$ cat src/rtl/pwm_fade_ctrl.sv
// Duty-cycle sequencer for the PWM generator: manual, breathe, blink and off modes.
// All updates land on PWM period boundaries. Optional gamma output: define PWM_FADE_GAMMA_EN.
module pwm_fade_ctrl #(
  parameter int DUTY_W           = 8,
  parameter int PERIODS_PER_STEP = 763
) (
  input  logic              CLOCK_50,
  input  logic              RESET,
  input  logic [1:0]        mode,
  input  logic [DUTY_W-1:0] sw_duty,
  input  logic [DUTY_W-1:0] duty_lo,
  input  logic [DUTY_W-1:0] duty_hi,
  input  logic [3:0]        step,
  output logic [DUTY_W-1:0] duty,
  output logic              period_start,
  output logic              at_limit
);

  localparam int SCW = (PERIODS_PER_STEP > 1) ? $clog2(PERIODS_PER_STEP) : 1;
  localparam logic [SCW-1:0]    SC_LAST  = SCW'(PERIODS_PER_STEP - 1);
  localparam logic [DUTY_W-1:0] CNT_LAST = '1;
  localparam logic [DUTY_W:0]   STEP_ONE = (DUTY_W+1)'(1);

  typedef enum logic [2:0] {
    S_OFF,
    S_MANUAL,
    S_UP,
    S_DOWN,
    S_BLINK_HI,
    S_BLINK_LO
  } state_t;

  state_t            state_q, state_d;
  logic [DUTY_W-1:0] cnt_q, cnt_d;
  logic [SCW-1:0]    scnt_q, scnt_d;
  logic [DUTY_W-1:0] lin_q, lin_d;
  logic [DUTY_W-1:0] duty_q, duty_d;
  logic              period_start_q, period_start_d;
  logic              at_limit_q, at_limit_d;

  logic              pend;
  logic              tick;
  logic [DUTY_W-1:0] lo;
  logic [DUTY_W-1:0] hi;
  logic [DUTY_W:0]   step_ext;
  logic [DUTY_W-1:0] clamped;
  logic [DUTY_W:0]   up_sum;
  logic [DUTY_W:0]   dn_diff;
  logic [DUTY_W-1:0] up_val;
  logic [DUTY_W-1:0] dn_val;

`ifdef PWM_FADE_GAMMA_EN
  localparam logic [DUTY_W-1:0] DUTY_MAX = '1;
  logic [2*DUTY_W-1:0] lin_sq;
`endif

  // Ramp datapath: limits, clamped current value and saturating up/down steps.
  always_comb begin
    pend     = (cnt_q == CNT_LAST);
    tick     = pend && (scnt_q == SC_LAST);
    lo       = duty_lo;
    hi       = (duty_lo >= duty_hi) ? duty_lo : duty_hi;
    step_ext = (step == 4'd0) ? STEP_ONE : {{(DUTY_W-3){1'b0}}, step};

    if (lin_q < lo) begin
      clamped = lo;
    end else if (lin_q > hi) begin
      clamped = hi;
    end else begin
      clamped = lin_q;
    end

    up_sum  = {1'b0, clamped} + step_ext;
    dn_diff = {1'b0, clamped} - step_ext;
    up_val  = (up_sum >= {1'b0, hi}) ? hi : up_sum[DUTY_W-1:0];
    // A set MSB on the difference means the step went below zero.
    dn_val  = (dn_diff[DUTY_W] || (dn_diff[DUTY_W-1:0] <= lo)) ? lo : dn_diff[DUTY_W-1:0];
  end

  always_comb begin
    cnt_d          = cnt_q + 1'b1;
    scnt_d         = scnt_q;
    state_d        = state_q;
    lin_d          = lin_q;
    duty_d         = duty_q;
    at_limit_d     = at_limit_q;
    period_start_d = pend;
`ifdef PWM_FADE_GAMMA_EN
    lin_sq         = '0;
`endif

    if (pend) begin
      scnt_d = (scnt_q == SC_LAST) ? '0 : scnt_q + 1'b1;

      case (mode)
        2'b11: begin
          state_d = S_OFF;
          lin_d   = '0;
        end
        2'b00: begin
          state_d = S_MANUAL;
          lin_d   = sw_duty;
        end
        2'b01: begin
          if (state_q == S_UP || state_q == S_DOWN) begin
            lin_d = clamped;
            if (tick) begin
              if (state_q == S_UP) begin
                lin_d = up_val;
                if (up_val == hi) state_d = S_DOWN;
              end else begin
                lin_d = dn_val;
                if (dn_val == lo) state_d = S_UP;
              end
            end
          end else begin
            state_d = S_UP;
            lin_d   = lo;
            scnt_d  = '0;
          end
        end
        default: begin
          if (state_q == S_BLINK_HI || state_q == S_BLINK_LO) begin
            if (tick) begin
              if (state_q == S_BLINK_HI) begin
                state_d = S_BLINK_LO;
                lin_d   = lo;
              end else begin
                state_d = S_BLINK_HI;
                lin_d   = hi;
              end
            end
          end else begin
            state_d = S_BLINK_HI;
            lin_d   = hi;
            scnt_d  = '0;
          end
        end
      endcase

      at_limit_d = (state_d inside {S_UP, S_DOWN, S_BLINK_HI, S_BLINK_LO}) &&
                   ((lin_d == lo) || (lin_d == hi));

      duty_d = lin_d;
`ifdef PWM_FADE_GAMMA_EN
      // Perceptual curve on ramps only; full scale is pinned so the top is reachable.
      lin_sq = {{DUTY_W{1'b0}}, lin_d} * {{DUTY_W{1'b0}}, lin_d};
      if (state_d == S_UP || state_d == S_DOWN) begin
        if (hi == DUTY_MAX && lin_d == hi) begin
          duty_d = hi;
        end else begin
          duty_d = lin_sq[2*DUTY_W-1:DUTY_W];
        end
      end
`endif
    end
  end

  always_ff @(posedge CLOCK_50) begin
    if (RESET) begin
      state_q        <= S_OFF;
      cnt_q          <= '0;
      scnt_q         <= '0;
      lin_q          <= '0;
      duty_q         <= '0;
      period_start_q <= 1'b0;
      at_limit_q     <= 1'b0;
    end else begin
      state_q        <= state_d;
      cnt_q          <= cnt_d;
      scnt_q         <= scnt_d;
      lin_q          <= lin_d;
      duty_q         <= duty_d;
      period_start_q <= period_start_d;
      at_limit_q     <= at_limit_d;
    end
  end

  assign duty         = duty_q;
  assign period_start = period_start_q;
  assign at_limit     = at_limit_q;

endmodule

$ cat config.mk
export PLATFORM = sky130hd
export DESIGN_NAME = pwm_fade_ctrl
export DESIGN_NICKNAME = d
export VERILOG_FILES = /design/src/rtl/pwm_fade_ctrl.sv
export SDC_FILE = /design/constraint.sdc
export NUM_CORES = 1
export LEC_CHECK = 0
export BUFFER_PORTS_ARGS = -buffer_cell sky130_fd_sc_hd__buf_2
export CORE_MARGIN = 2
export CORE_UTILIZATION = 25
export DETAILED_ROUTE_END_ITERATION = 10
export HOLD_SLACK_MARGIN = 0.05
export PLACE_DENSITY = 0.48
export SYNTH_ARGS = -nofsm -noshare
export SYNTH_HDL_FRONTEND = slang
export SYNTH_SLANG_ARGS = --single-unit
$ cat constraint.sdc
create_clock -name CLOCK_50 -period 26.4 [get_ports CLOCK_50]
set_clock_uncertainty 0.15 [all_clocks]
set_input_delay 2.64 -clock CLOCK_50 [delete_from_list [all_inputs] [get_ports CLOCK_50]]
set_output_delay 2.64 -clock CLOCK_50 [all_outputs]
set_load 0.005 [all_outputs]
# After elaboration in Yosys (flattened, before gate mapping)
# Cells that the tools add are included.
[word_totals]
register_bits = 31
out_inout_bits = 10
word_cells = 69
[op_classes]
addsub = 4
magnitude_cmp = 5
n_eq_ne = 16
mux = 28
n_reduce_logical = 10
[ops]
columns = ["operator", "n"]
rows = [
  ["$mux W8", 12],
  ["$eq A8 B8 Y1", 4],
  ["$mux W10", 3],
  ["$mux W3", 8],
  ["$pmux W8 S3", 1],
  ["$pmux W10 S2", 1],
  ["$eq A3 B2 Y1 const B", 4],
  ["$eq A3 B3 Y1 const B", 4],
  ["$add A10 B1 Y10 const B", 1],
  ["$eq A10 B10 Y1 const B", 1],
  ["$add A8 B4 Y9", 1],
  ["$ge A9 B8 Y1", 1],
  ["$pmux W3 S3", 1],
  ["$sub A8 B4 Y9", 1],
  ["$add A8 B1 Y8 const B", 1],
  ["$eq A8 B8 Y1 const B", 1],
  ["$ge A8 B8 Y1", 1],
  ["$gt A8 B8 Y1", 1],
  ["$le A8 B8 Y1", 1],
  ["$lt A8 B8 Y1", 1],
  ["$logic_not A4 Y1", 1],
  ["$logic_or A1 B1 Y1", 4],
  ["$mux W4", 1],
  ["$reduce_bool A4 Y1", 1],
  ["other kinds (6)", 7],
]

# Longest topological paths before layout
# Gate-level depths: netlist of run 1.
[depth]
ltp_word = 19
mapped_depth = 42
depth_no_buf = 41

# Least setup slack after synthesis of run 1
# No wires, ideal clock.
[synth_timing]
path_type = "input to register"
start = "input port duty_lo[0]"
end = "register at_limit_q, in the netlist at_limit"
setup_ps = 96
arrival_time_ps = 10927
t_required_ps = 26154
path_slack_ps = 15227
stages = 36
path_buffers = 1
path_cell_list = "clkbuf_1 inv_1 ha_1 nand2b_1 a2111o_1 a21oi_1 mux2i_1 ha_1 a21o_1 o311ai_0 a221oi_1 a31oi_2 nor3_2 mux2_2 nand2_1 o21ai_0 ha_1 fa_1 a21o_1 a21oi_1 xnor2_1 inv_1 ha_1 nand3_1 nor3_1 mux2_2 a311o_1 a41oi_2 nand2b_1 or4_1 o311ai_2 xnor2_1 nand4_1 a211oi_2 a32oi_1 o41ai_2"
[synth_between]
elab_chain_len = 19
elab_cells_between_ends = 39
classes_between = "add/sub: 2; order compare: 5; eq/ne: 8; mux: 20; reduce/logical: 4"
[synth_lines]
columns = ["item", "line", "text"]
rows = [
  ["from (decl)", "11", "input logic [DUTY_W-1:0] duty_lo,"],
  ["$ge A8 B8 Y1", "62", "hi = (duty_lo >= duty_hi) ? duty_lo : duty_hi;"],
  ["$mux W8", "62", ""],
  ["$gt A8 B8 Y1", "67", "end else if (lin_q > hi) begin"],
  ["$mux W8", "67", ""],
  ["$mux W8", "65", "if (lin_q < lo) begin"],
  ["$sub A8 B4 Y9", "74", "dn_diff = {1'b0, clamped} - step_ext;"],
  ["$le A8 B8 Y1", "77", "dn_val = (dn_diff[DUTY_W] || (dn_diff[DUTY_W-1:0] <= lo)) ? lo : dn_diff[DUTY_W-1:0];"],
  ["$logic_or A1 B1 Y1", "77", ""],
  ["[3 not listed]", "n/a", ""],
  ["$mux W3", "108", "if (state_q == S_UP) begin"],
  ["$mux W3", "107", "if (tick) begin"],
  ["$mux W3", "105", "if (state_q == S_UP || state_q == S_DOWN) begin"],
  ["$pmux W3 S3", "95", "case (mode)"],
  ["$mux W3", "92", "if (pend) begin"],
  ["$eq A3 B2 Y1 / $eq A3 B3 Y1 (equally long branches)", "141", "at_limit_d = (state_d inside {S_UP, S_DOWN, S_BLINK_HI, S_BLINK_LO}) &&"],
  ["$reduce_bool A4 Y1", "141", ""],
  ["$logic_and A1 B1 Y1 *", "141", ""],
  ["to (signal assigned)", "175", "at_limit_q <= at_limit_d;"],
  ["to (decl)", "39", "logic at_limit_q, at_limit_d;"],
]
# Mark *: on every way between the ends. The rest lies on a longest branch, timed or not. The select of a mux whose other input is x is not followed.
# A chain may end at the register's enable or synchronous reset.

# Worst setup path after layout of run 1
# Same ends and word-level chain as after synthesis.

==> key figures, run 1 <==
Drt
  • Final wirelength: 17700 um
  • Routed wire length per instance: 19.7 um
  • Mean number of vias per cell: 5.62
  • Number of remaining DRC errors: 0
  • 1st-iter DRT viols: 511
  • Number of vias after detailed routing: 5060
  • Router iterations before antenna repair: 5
  • Remaining antenna violation count: 0

Synth
  • Adder and majority gate portion of the synthesized area: 14.9%
  • Post-synthesis sequential element count: 31
  • Synthesized netlist net count: 728
  • Number of distinct library cells after synthesis: 81
  • Post-Synth XOR/XNOR Area: 10.0%
  • Largest family of logic cells by synthesized area: compound AO/OA/AOI/OAI gates
  • Average footprint of a synthesized cell: 7.35 um^2
  • Sequential share of the synthesized area: 13.2%
  • Post-synthesis share of cell area spent on and, or, nand and nor gates: 23.4%
  • Synth Flop Type: dfxtp_1
  • Syn. warnings: 0
  • Number of flops mapped to enable cells by yosys: 0
  • Post-Synthesis Cell Area: 0.00472 mm^2
  • Compound-cell area share of the yosys netlist: 29.7%
  • FFs w/ async S/R, synth: 0%
  • Share of cell area taken by muxes after synthesis: 3.10%
  • Post-synthesis cell count: 642

Place
  • Post-Place Cell Area: 0.00517 mm^2
  • HPWL reported at the end of detailed placement: 13900 um
  • Final RePlAce weighted congestion: 0.953
  • IO buf count: 41
  • Count of placed standard cells including taps: 894

Critical path
  • Worst setup SP type: input pin
  • Worst reg2reg path startpoint: duty[6]
  • Critical path peak fanout: 9
  • Critical Path AT: 12510 ps
  • Data required time of the critical path: 26430 ps
  • Critical Path Max Stage Delay: 710 ps
  • FF-to-FF path depth: 31
  • Type of the setup path with the least slack: in -> reg
  • CP max-delay cell: o21ai_0
  • Reg-to-reg endpoint: at_limit
  • Worst Setup End Kind: register
  • Reg-to-reg slack, setup: 18220 ps

Timing
  • Worst rel slew slack: 39.7%
  • Number of max-slew violations in the final report: 0
  • RSZ-0062 raised after global routing: false
  • Fin crit period: 12480 ps
  • Least-Margin Pin Slew: 895 ps
  • Final hold violations: 0
  • Maximum operating frequency: 80.1 MHz
  • Final setup violating endpoints: 0
  • Ratio of final minimum period to clock period: 47.3%
  • Final setup TNS: 0 ps

Finish
  • Count of inserted antenna diode cells: 0
  • Post-layout utilization of the core: 28.6%
  • Post-layout instance count excluding filler cells: 901
  • Number of inserted filler cells in the final layout: 2003
  • Final instance area: 0.00532 mm^2
  • Synth-to-layout area growth: 12.7%
  • Share of post-route cells with drive strength above 1: 12.9%
  • Final net count: 753

Power
  • Worst ir drop on vdd: 0.0183 mV
  • Power density cells: 36.1 mW/mm^2
  • Cell leakage power: 2.16 nW

Die
  • Die Area: 0.0200 mm^2
  • Vert. Die Dim: 141 um
  • Initial Util: 25.4%
  • Chip width: 141 um
  • Count of standard-cell rows: 50
  • IO Pins: 42
  • Core region area: 0.0186 mm^2

Min path
  • Class of the tightest hold or removal check: reg -> reg
  • Worst min-delay path startpoint: cnt_q[0]
  • Hold depth: 1
  • Worst Hold End: cnt_q[0]

Global routing
  • GRT Total Usage: 17.7%
  • Total congestion overflow after global routing: 0
  • Wire length of the first global-routing pass: 27700 um
  • Antenna violations before repair: 0
  • Number of global-route vias before repair: 4775
  • Maximum number of pins on one net before global-route repair: 30

Clocking
  • Cts bufs inserted: 5
  • Insertion delay to the later sink of the worst-skew pair: 270 ps
  • Post CTS Setup Buffer Count: 0
  • Post_cts resized: 0
  • Clock net sink count: 31
  • Maximum clock path buffer count: 2
  • Post-CTS Hold Fix Bufs: 0
  • Number of H-tree levels: 2
  • Clock tree from TritonCTS: yes
  • Clock Root Buffer: clkbuf_16
  • CTS clk-pin slew, worst paths: 50 ps

Status
  • Result of the run: finished, final reports clean

Flow run
  • Number of max-cap violations: 0
==> area by class of cell <==
type	instances	area, um^2	area share, %
flip-flops and latches	31	621	11.7
well taps	234	293	5.51
clock inverters	1	5.00	0.0942
clock buffers	6	139	2.61
multi-input cells	540	3830	72.1
inverters	37	139	2.61
repair buffers	52	288	5.41
==> stage by stage <==
stage | setup slack, ps | hold WS, ps | power (mW)
2_1_floorplan | 15230 | 276 | 0.110
3_3_place_gp | 14110 | 297 | 0.137
3_5_place_dp | 13870 | 306 | 0.136
4_1_cts | 14110 | 318 | 0.192
5_1_grt | 13220 | 346 | 0.205
6_report | 13920 | 316 | 0.192
==> how the worst max path moves through the flow <==
stage                    start  endpoint  cells past startpoint
floorplan           duty_lo[0]  at_limit                     36
global placement    duty_lo[0]  at_limit                     39
detailed placement  duty_lo[0]  at_limit                     39
CTS                 duty_lo[0]  at_limit                     39
global route        duty_lo[0]  at_limit                     39
finish              duty_lo[0]  at_limit                     39
==> cells in the mapped netlist, types with 3 or more instances <==
library cell	instances	area, um^2
nand3b_1	5	37.5
nand3_1	19	95.1
o211ai_1	3	22.5
o221ai_1	6	52.6
nor2b_1	6	37.5
ha_1	52	651
nand2_1	54	203
nor3_1	18	90.1
clkbuf_1	29	109
o21ai_1	4	20.0
mux2i_1	9	90.1
or2_2	4	25.0
o21ai_0	31	155
xnor2_1	36	315
o31ai_1	6	45.0
dfxtp_1	31	621
a221oi_1	6	52.6
inv_1	36	135
o31a_1	3	26.3
and4_1	4	35.0
nor2_1	59	221
nor4_1	5	31.3
mux2_2	4	45.0
and3_1	11	68.8
buf_2	3	15.0
nand2b_1	9	56.3
a31oi_1	9	56.3
and2_1	4	25.0
a22oi_1	4	30.0
a21oi_1	52	260
a21o_1	12	90.1
nand4_1	12	75.1
a211oi_1	13	97.6
a32oi_1	3	26.3
xor2_1	18	158
==> metal layers <==
metal	vias to the layer above	GRT usage [%]	share of wire (%)
li1	2422	-	-
met5	-	0	0
met4	0	7.47	4.3
met2	251	26.4	42
met3	50	3.98	9.1
met1	2337	24.4	45
==> sequential cells by signal, indices dropped and copies added, names as in the netlist <==
signal / flops
at_limit: 1
cnt_q: 8
period_start: 1
scnt_q: 10
state_q: 3
duty: 8
==> logic make-up after synthesis <==
| logic type | Yosys count |
|---|---|
| xor gates and xnor gates | 54 |
| buffers and inverters | 71 |
| muxes | 14 |
| DFF | 31 |
| and+or+nand+nor | 222 |
| adders and majority gates | 55 |
| AOI/OAI and AO/OA | 195 |
==> power breakdown <==
part / switching, mW / internal [mW] / total [mW]
Clock: 0.0185 / 0.0367 / 0.0551
Sequential: 0.000329 / 0.0473 / 0.0476
Combinational: 0.0557 / 0.0335 / 0.0892
==> layout by cell type (no fill, tap or decap), types with 3 or more instances in the layout <==
cell,count
nand3b_1,5
a21o_1,12
buf_4,11
nor2_1,59
nor2b_1,6
clkbuf_16,5
a31oi_1,9
mux2_2,4
o221ai_1,6
nand2b_1,9
nand4_1,12
or2_2,4
ha_1,52
a21oi_1,52
nor4_1,5
a22oi_1,4
nand3_1,19
nand2_1,54
a32oi_1,3
a221oi_1,6
and3_1,11
o31ai_1,6
xor2_1,18
mux2i_1,9
and2_1,4
o21ai_0,31
nor3_1,18
o21ai_1,4
dfxtp_1,31
o31a_1,3
buf_2,41
xnor2_1,36
o211ai_1,3
and4_1,4
a211oi_1,13
inv_1,36
==> critical path, delay by kind of cell <==
family,cells,cell delay [ps]
AOI/OAI and AO/OA,15,4310
and+or+nand+nor,11,2200
adders and majority gates,5,1550
buffers and inverters,5,880
xor gates and xnor gates,2,480
muxes,1,410
No activity file was read; power rests on OpenSTA's default activity.
==> inputs of run 2 (changes only) <==
- PLACE_DENSITY: 0.48 -> 0.49
- clock period: 26.4 -> 11.1 ns (I/O delays scaled with it)
==> key figures, run 2 (synthesis results as in run 1) <==
Critical path
  • Critical path peak fanout: 9 (unchanged)
  • Type of the setup path with the least slack: in -> reg
  • Critical Path Max Stage Delay: 540 ps (-170 ps)
  • Most frequent cell on the critical path: ha_1
  • Worst reg2reg path startpoint: duty[1]
  • FF-to-FF path depth: 30 (-3.2%)
  • Reg-to-reg endpoint: at_limit
  • Critical Path AT: 10290 ps (-2220 ps)
  • Reg-to-reg slack, setup: 3160 ps (-15060 ps)
  • Worst Setup End Kind: register
  • Data required time of the critical path: 11090 ps (-15340 ps)
  • CP max-delay cell: nor2b_1
  • Worst setup SP type: input pin

Global routing
  • Grt met3 use: 3.17% (-0.81 points)
  • Antenna violations before repair: 0 (unchanged)
  • Number of global-route vias before repair: 4729 (-0.96%)
  • Maximum number of pins on one net before global-route repair: 30 (unchanged)
  • GRT Total Usage: 17.8% (+0.18 points)
  • Total congestion overflow after global routing: 0 (unchanged)
  • GR Util met1: 25.3% (+0.97 points)
  • Busiest layer in global routing: met2
  • Wire length of the first global-routing pass: 27800 um (+0.22%)
  • M2 GR Usage: 27.4% (+1.0 points)

Place
  • Final RePlAce weighted congestion: 0.931 (-2.3%)
  • IO buf count: 41 (unchanged)
  • Count of placed standard cells including taps: 898 (+0.45%)
  • HPWL reported at the end of detailed placement: 14000 um (+1.2%)
  • Post-Place Cell Area: 0.00520 mm^2 (+0.58%)

Clocking
  • Post-CTS Hold Fix Bufs: 0 (unchanged)
  • Clock net sink count: 31 (unchanged)
  • Cts bufs inserted: 5 (unchanged)
  • Clock tree from TritonCTS: yes
  • Insertion delay to the later sink of the worst-skew pair: 270 ps (about the same)
  • Number of H-tree levels: 2 (unchanged)
  • CTS clk-pin slew, worst paths: 50 ps (about the same)
  • Post_cts resized: 0 (unchanged)
  • Maximum clock path buffer count: 2 (unchanged)
  • Clock Root Buffer: clkbuf_16
  • Post CTS Setup Buffer Count: 0 (unchanged)

Min path
  • Worst min-delay path startpoint: cnt_q[0]
  • Worst Hold End: cnt_q[0]
  • Class of the tightest hold or removal check: reg -> reg
  • Hold depth: 1 (unchanged)

Die
  • Count of standard-cell rows: 50 (unchanged)
  • Vert. Die Dim: 141 um (unchanged)
  • IO Pins: 42 (unchanged)
  • Chip width: 141 um (unchanged)
  • Initial Util: 25.4% (unchanged)
  • Die Area: 0.0200 mm^2 (unchanged)
  • Core region area: 0.0186 mm^2 (unchanged)

Power
  • Final Total Pwr: 468 uW (+140%)
  • Clock Power Share: 29.9% (+1.2 points)
  • Internal power of the cells: 289 uW (+150%)
  • Sequential power share: 24.2% (-0.6 points)
  • Combinational group share of total power: 45.9% (-0.6 points)
  • Switching power: 179 uW (+140%)
  • Cell leakage power: 2.18 nW (+1.1%)
  • Sw frac: 38.2% (-0.65 points)
  • Worst ir drop on vdd: 0.0550 mV (+200%)
  • Power density cells: 87.4 mW/mm^2 (+140%)

Status
  • Result of the run: finished, final reports clean

Drt
  • Final wirelength: 18100 um (+2.1%)
  • Routed wire length per instance: 20.0 um (+1.6%)
  • Number of vias after detailed routing: 5045 (-0.30%)
  • Mean number of vias per cell: 5.57 (-0.85%)
  • Remaining antenna violation count: 0 (unchanged)
  • Router iterations before antenna repair: 5 (unchanged)
  • 1st-iter DRT viols: 417 (-18%)
  • Number of remaining DRC errors: 0 (unchanged)

Finish
  • Area of combinational cells with multiple inputs: 0.00383 mm^2 (unchanged)
  • Register ranked first by flip-flop count: scnt_q
  • Number of inserted filler cells in the final layout: 2047 (+2.2%)
  • Synth-to-layout area growth: 13.6%
  • Highest-count cells in the layout ignoring fill and taps: nor2_1, nand2_1, a21oi_1, ha_1, buf_2
  • Post-layout instance count excluding filler cells: 906 (+0.55%)
  • Leading cell type in the layout, fill and taps excluded: nor2_1
  • Max reg flops: 10 (unchanged)
  • Area taken by flip-flops and latches: 621 um^2 (unchanged)
  • Final instance area: 0.00536 mm^2 (+0.80%)
  • Count of inserted antenna diode cells: 0 (unchanged)
  • Share of post-route cells with drive strength above 1: 13.4% (+0.50 points)
  • Final net count: 757 (+0.53%)

Timing
  • Fin crit period: 10300 ps
  • Least-Margin Pin Slew: 1070 ps (+173 ps)
  • Final hold violations: 0 (unchanged)
  • Hold Worst Slack: 313 ps (-3.55 ps)
  • Final setup violating endpoints: 0 (unchanged)
  • Ratio of final minimum period to clock period: 92.8%
  • Number of max-slew violations in the final report: 0 (unchanged)
  • RSZ-0062 raised after global routing: false
  • Final setup TNS: 0 ps (unchanged)
  • Worst rel slew slack: 28.7% (-11 points)
  • Maximum operating frequency: 97.1 MHz

Flow run
  • Number of max-cap violations: 0 (unchanged)
run 2: worst max-delay path by stage:
stage	startpoint	to	slack (ps)	cells after the start
after CTS	duty_lo[0]	at_limit	900	38
after global placement	duty_lo[0]	at_limit	820	42
after detailed placement	duty_lo[0]	at_limit	670	38
after global routing	duty_lo[0]	at_limit	40	38
after floorplan	duty_lo[0]	at_limit	1460	36
final	duty_lo[0]	at_limit	800	38
run 2: area by class of cell:
cell class | count | area share (%)
Clock buffer | 8 | 2.92
Inverter | 37 | 2.59
Multi-Input combinational cell | 540 | 71.5
Sequential cell | 31 | 11.6
Tap cell | 234 | 5.46
Timing Repair Buffer | 56 | 5.93
run 2: power groups by stage:
stage	Combinational [mW]	Clock [mW]	Sequential [mW]
3_5_place_dp	0.211	0	0.115
4_1_cts	0.212	0.144	0.113
5_1_grt	0.234	0.148	0.113
2_1_floorplan	0.147	0	0.115
6_report	0.215	0.140	0.113
3_3_place_gp	0.213	0	0.115
run 2: metal layers:
layer | wire [um] | up-vias
met2 | 7740 | 212
met5 | 0 | -
met1 | 8570 | 2373
met3 | 1370 | 26
li1 | - | 2434
met4 | 433 | 0
run 2: through the flow:
| stage | utilization (%) | setup WS (ps) |
|---|---|---|
| CTS | 28.8 | 905 |
| finish | 28.8 | 797 |
| global route | 28.8 | 35.6 |
| global placement | 28.0 | 823 |
| floorplan | - | 1460 |
| detailed placement | 28.0 | 667 |
run 2: critical path, delay by kind of cell:
family	cells	cell delay (ps)
AOI/OAI and AO/OA	18	4550
adders and majority gates	5	1620
and+or+nand+nor	7	1300
buffers and inverters	5	830
muxes	2	640
xor gates and xnor gates	1	210
==> inputs of run 3 (changes only) <==
- CORE_UTILIZATION: 25 -> 40
- PLACE_DENSITY: 0.49 -> 0.67
==> key figures, run 3 (synthesis results as in run 1) <==
Global routing
  • GRT Total Usage: 27.6% (+9.8 points)
  • Number of global-route vias before repair: 5089 (+7.6%)
  • Wire length of the first global-routing pass: 27900 um (+0.32%)
  • Maximum number of pins on one net before global-route repair: 30 (unchanged)
  • Antenna violations before repair: 0 (unchanged)
  • Total congestion overflow after global routing: 0 (unchanged)

Min path
  • Hold depth: 2 (+1)
  • Class of the tightest hold or removal check: reg -> reg

Critical path
  • Most frequent cell on the critical path: ha_1
  • Critical Path AT: 10340 ps (+50 ps)
  • CP max-delay cell: a21boi_1
  • Critical path peak fanout: 9 (unchanged)
  • Critical Path Max Stage Delay: 570 ps (+30 ps)
  • Data required time of the critical path: 11130 ps (+40 ps)
  • Worst Setup End Kind: register
  • FF-to-FF path depth: 33 (+10%)
  • Worst setup SP type: input pin
  • Type of the setup path with the least slack: in -> reg

Clocking
  • Clock tree from TritonCTS: yes
  • Insertion delay to the later sink of the worst-skew pair: 280 ps (about the same)
  • Post_cts resized: 0 (unchanged)
  • Cts bufs inserted: 5 (unchanged)
  • CTS clk-pin slew, worst paths: 50 ps (about the same)
  • Maximum clock path buffer count: 2 (unchanged)
  • Post-CTS Hold Fix Bufs: 0 (unchanged)
  • Post CTS Setup Buffer Count: 0 (unchanged)
  • Number of H-tree levels: 2 (unchanged)
  • Clock Root Buffer: clkbuf_16
  • Clock net sink count: 31 (unchanged)

Flow run
  • Number of max-cap violations: 0 (unchanged)

Place
  • Final RePlAce weighted congestion: 0.991 (+6.4%)
  • Worst setup slack after placement: 592 ps (-74.5 ps)
  • Count of placed standard cells including taps: 806 (-10%)
  • HPWL reported at the end of detailed placement: 13600 um (-3.4%)
  • Post-Place Cell Area: 0.00507 mm^2 (-2.5%)
  • IO buf count: 41 (unchanged)

Timing
  • Final hold violations: 0 (unchanged)
  • Ratio of final minimum period to clock period: 92.8% (about the same)
  • Fin crit period: 10310 ps (+3.10 ps)
  • Number of max-slew violations in the final report: 0 (unchanged)
  • Final Worst Setup Slack: 794 ps (-3.10 ps)
  • Least-Margin Pin Slew: 1020 ps (-49.1 ps)
  • RSZ-0062 raised after global routing: false
  • Final setup TNS: 0 ps (unchanged)
  • Final setup violating endpoints: 0 (unchanged)
  • Worst rel slew slack: 31.9% (+3.1 points)
  • Maximum operating frequency: 97.0 MHz (about the same)

Finish
  • Leading cell type in the layout, fill and taps excluded: nor2_1
  • Post-layout instance count excluding filler cells: 814 (-10%)
  • Max reg flops: 10 (unchanged)
  • Highest-count cells in the layout ignoring fill and taps: nor2_1, nand2_1, ha_1
  • Count of inserted antenna diode cells: 0 (unchanged)
  • Share of post-route cells with drive strength above 1: 13.6% (+0.17 points)
  • Synth-to-layout area growth: 10.7%
  • Final instance area: 0.00522 mm^2 (-2.6%)
  • Register ranked first by flip-flop count: scnt_q
  • Final net count: 756 (-0.13%)

Die
  • Vert. Die Dim: 113 um (-20%)
  • Count of standard-cell rows: 39 (-22%)
  • Initial Util: 41.1% (+16 points)
  • Core region area: 0.0115 mm^2 (-38%)
  • IO Pins: 42 (unchanged)
  • Chip width: 113 um (-20%)
  • Die Area: 0.0127 mm^2 (-37%)

Drt
  • Routed wire length per instance: 21.3 um (+6.5%)
  • Number of remaining DRC errors: 0 (unchanged)
  • Routed wire length on met3: 1680 um (+23%)
  • Final wirelength: 17300 um (-4.3%)
  • Number of vias after detailed routing: 5285 (+4.8%)
  • Router iterations before antenna repair: 6 (+1)
  • Mean number of vias per cell: 6.49 (+17%)
  • Remaining antenna violation count: 0 (unchanged)
  • 1st-iter DRT viols: 724 (+74%)
  • Met1 layer wirelength in the final routing: 7450 um (-13%)
  • Met2 wirelength from detailed routing: 7410 um (-4.3%)
  • Highest routed metal layer: met4

Power
  • Cell leakage power: 2.18 nW (-0.31%)
  • Worst ir drop on vdd: 0.0694 mV (+26%)
  • Power density cells: 87.5 mW/mm^2 (about the same)

Status
  • Result of the run: finished, final reports clean
run 3: area by class of cell:
| class | instances | area, um^2 |
|---|---|---|
| Clock buffer | 5 | 125 |
| Clock inverter | 3 | 15.0 |
| Fill cell | 1174 | 6250 |
| Inverter | 37 | 139 |
| Multi-Input combinational cell | 540 | 3830 |
| Sequential cell | 31 | 621 |
| Tap cell | 143 | 179 |
| Timing Repair Buffer | 55 | 310 |
run 3: through the flow:
stage	hold slack, ps	utilization [%]	total power [mW]
6_report	322	45.5	0.457
5_1_grt	371	45.5	0.483
3_5_place_dp	302	44.2	0.322
2_1_floorplan	276	-	0.263
4_1_cts	324	45.5	0.452
3_3_place_gp	291	44.2	0.319
run 3: critical path: cells and delay by family:
| family | cells | cell delay, ps |
|---|---|---|
| XOR/XNOR | 1 | 330 |
| adder cells (fa/ha/maj) | 5 | 1450 |
| AND/OR/NAND/NOR | 9 | 1410 |
| buffers and inverters | 5 | 730 |
| multiplexers | 1 | 350 |
| AO/OA/AOI/OAI | 20 | 4940 |
run 3: worst paths after layout:
path / from / to / slack, ps
worst min register to register: state_q[1] / state_q[1] / 320
worst max-delay path: duty_lo[0] / at_limit / 790
worst max register to register: duty[1] / at_limit / 3210
worst min-delay path: state_q[1] / state_q[1] / 320
run 3: metal layers:
layer | up-vias | track usage (%)
met1 | 2490 | 37.4
li1 | 2439 | -
met4 | 0 | 12.3
met3 | 62 | 6.26
met5 | - | 0
met2 | 294 | 41.9
run 3: report_power, final:
part | internal, mW | total, mW | leakage, nW | switching [mW]
combinational | 0.0814 | 0.214 | 1.85 | 0.133
sequential | 0.112 | 0.113 | 0.250 | 0.000881
clock | 0.0816 | 0.129 | 0.0733 | 0.0475
total | 0.275 | 0.457 | 2.18 | 0.181
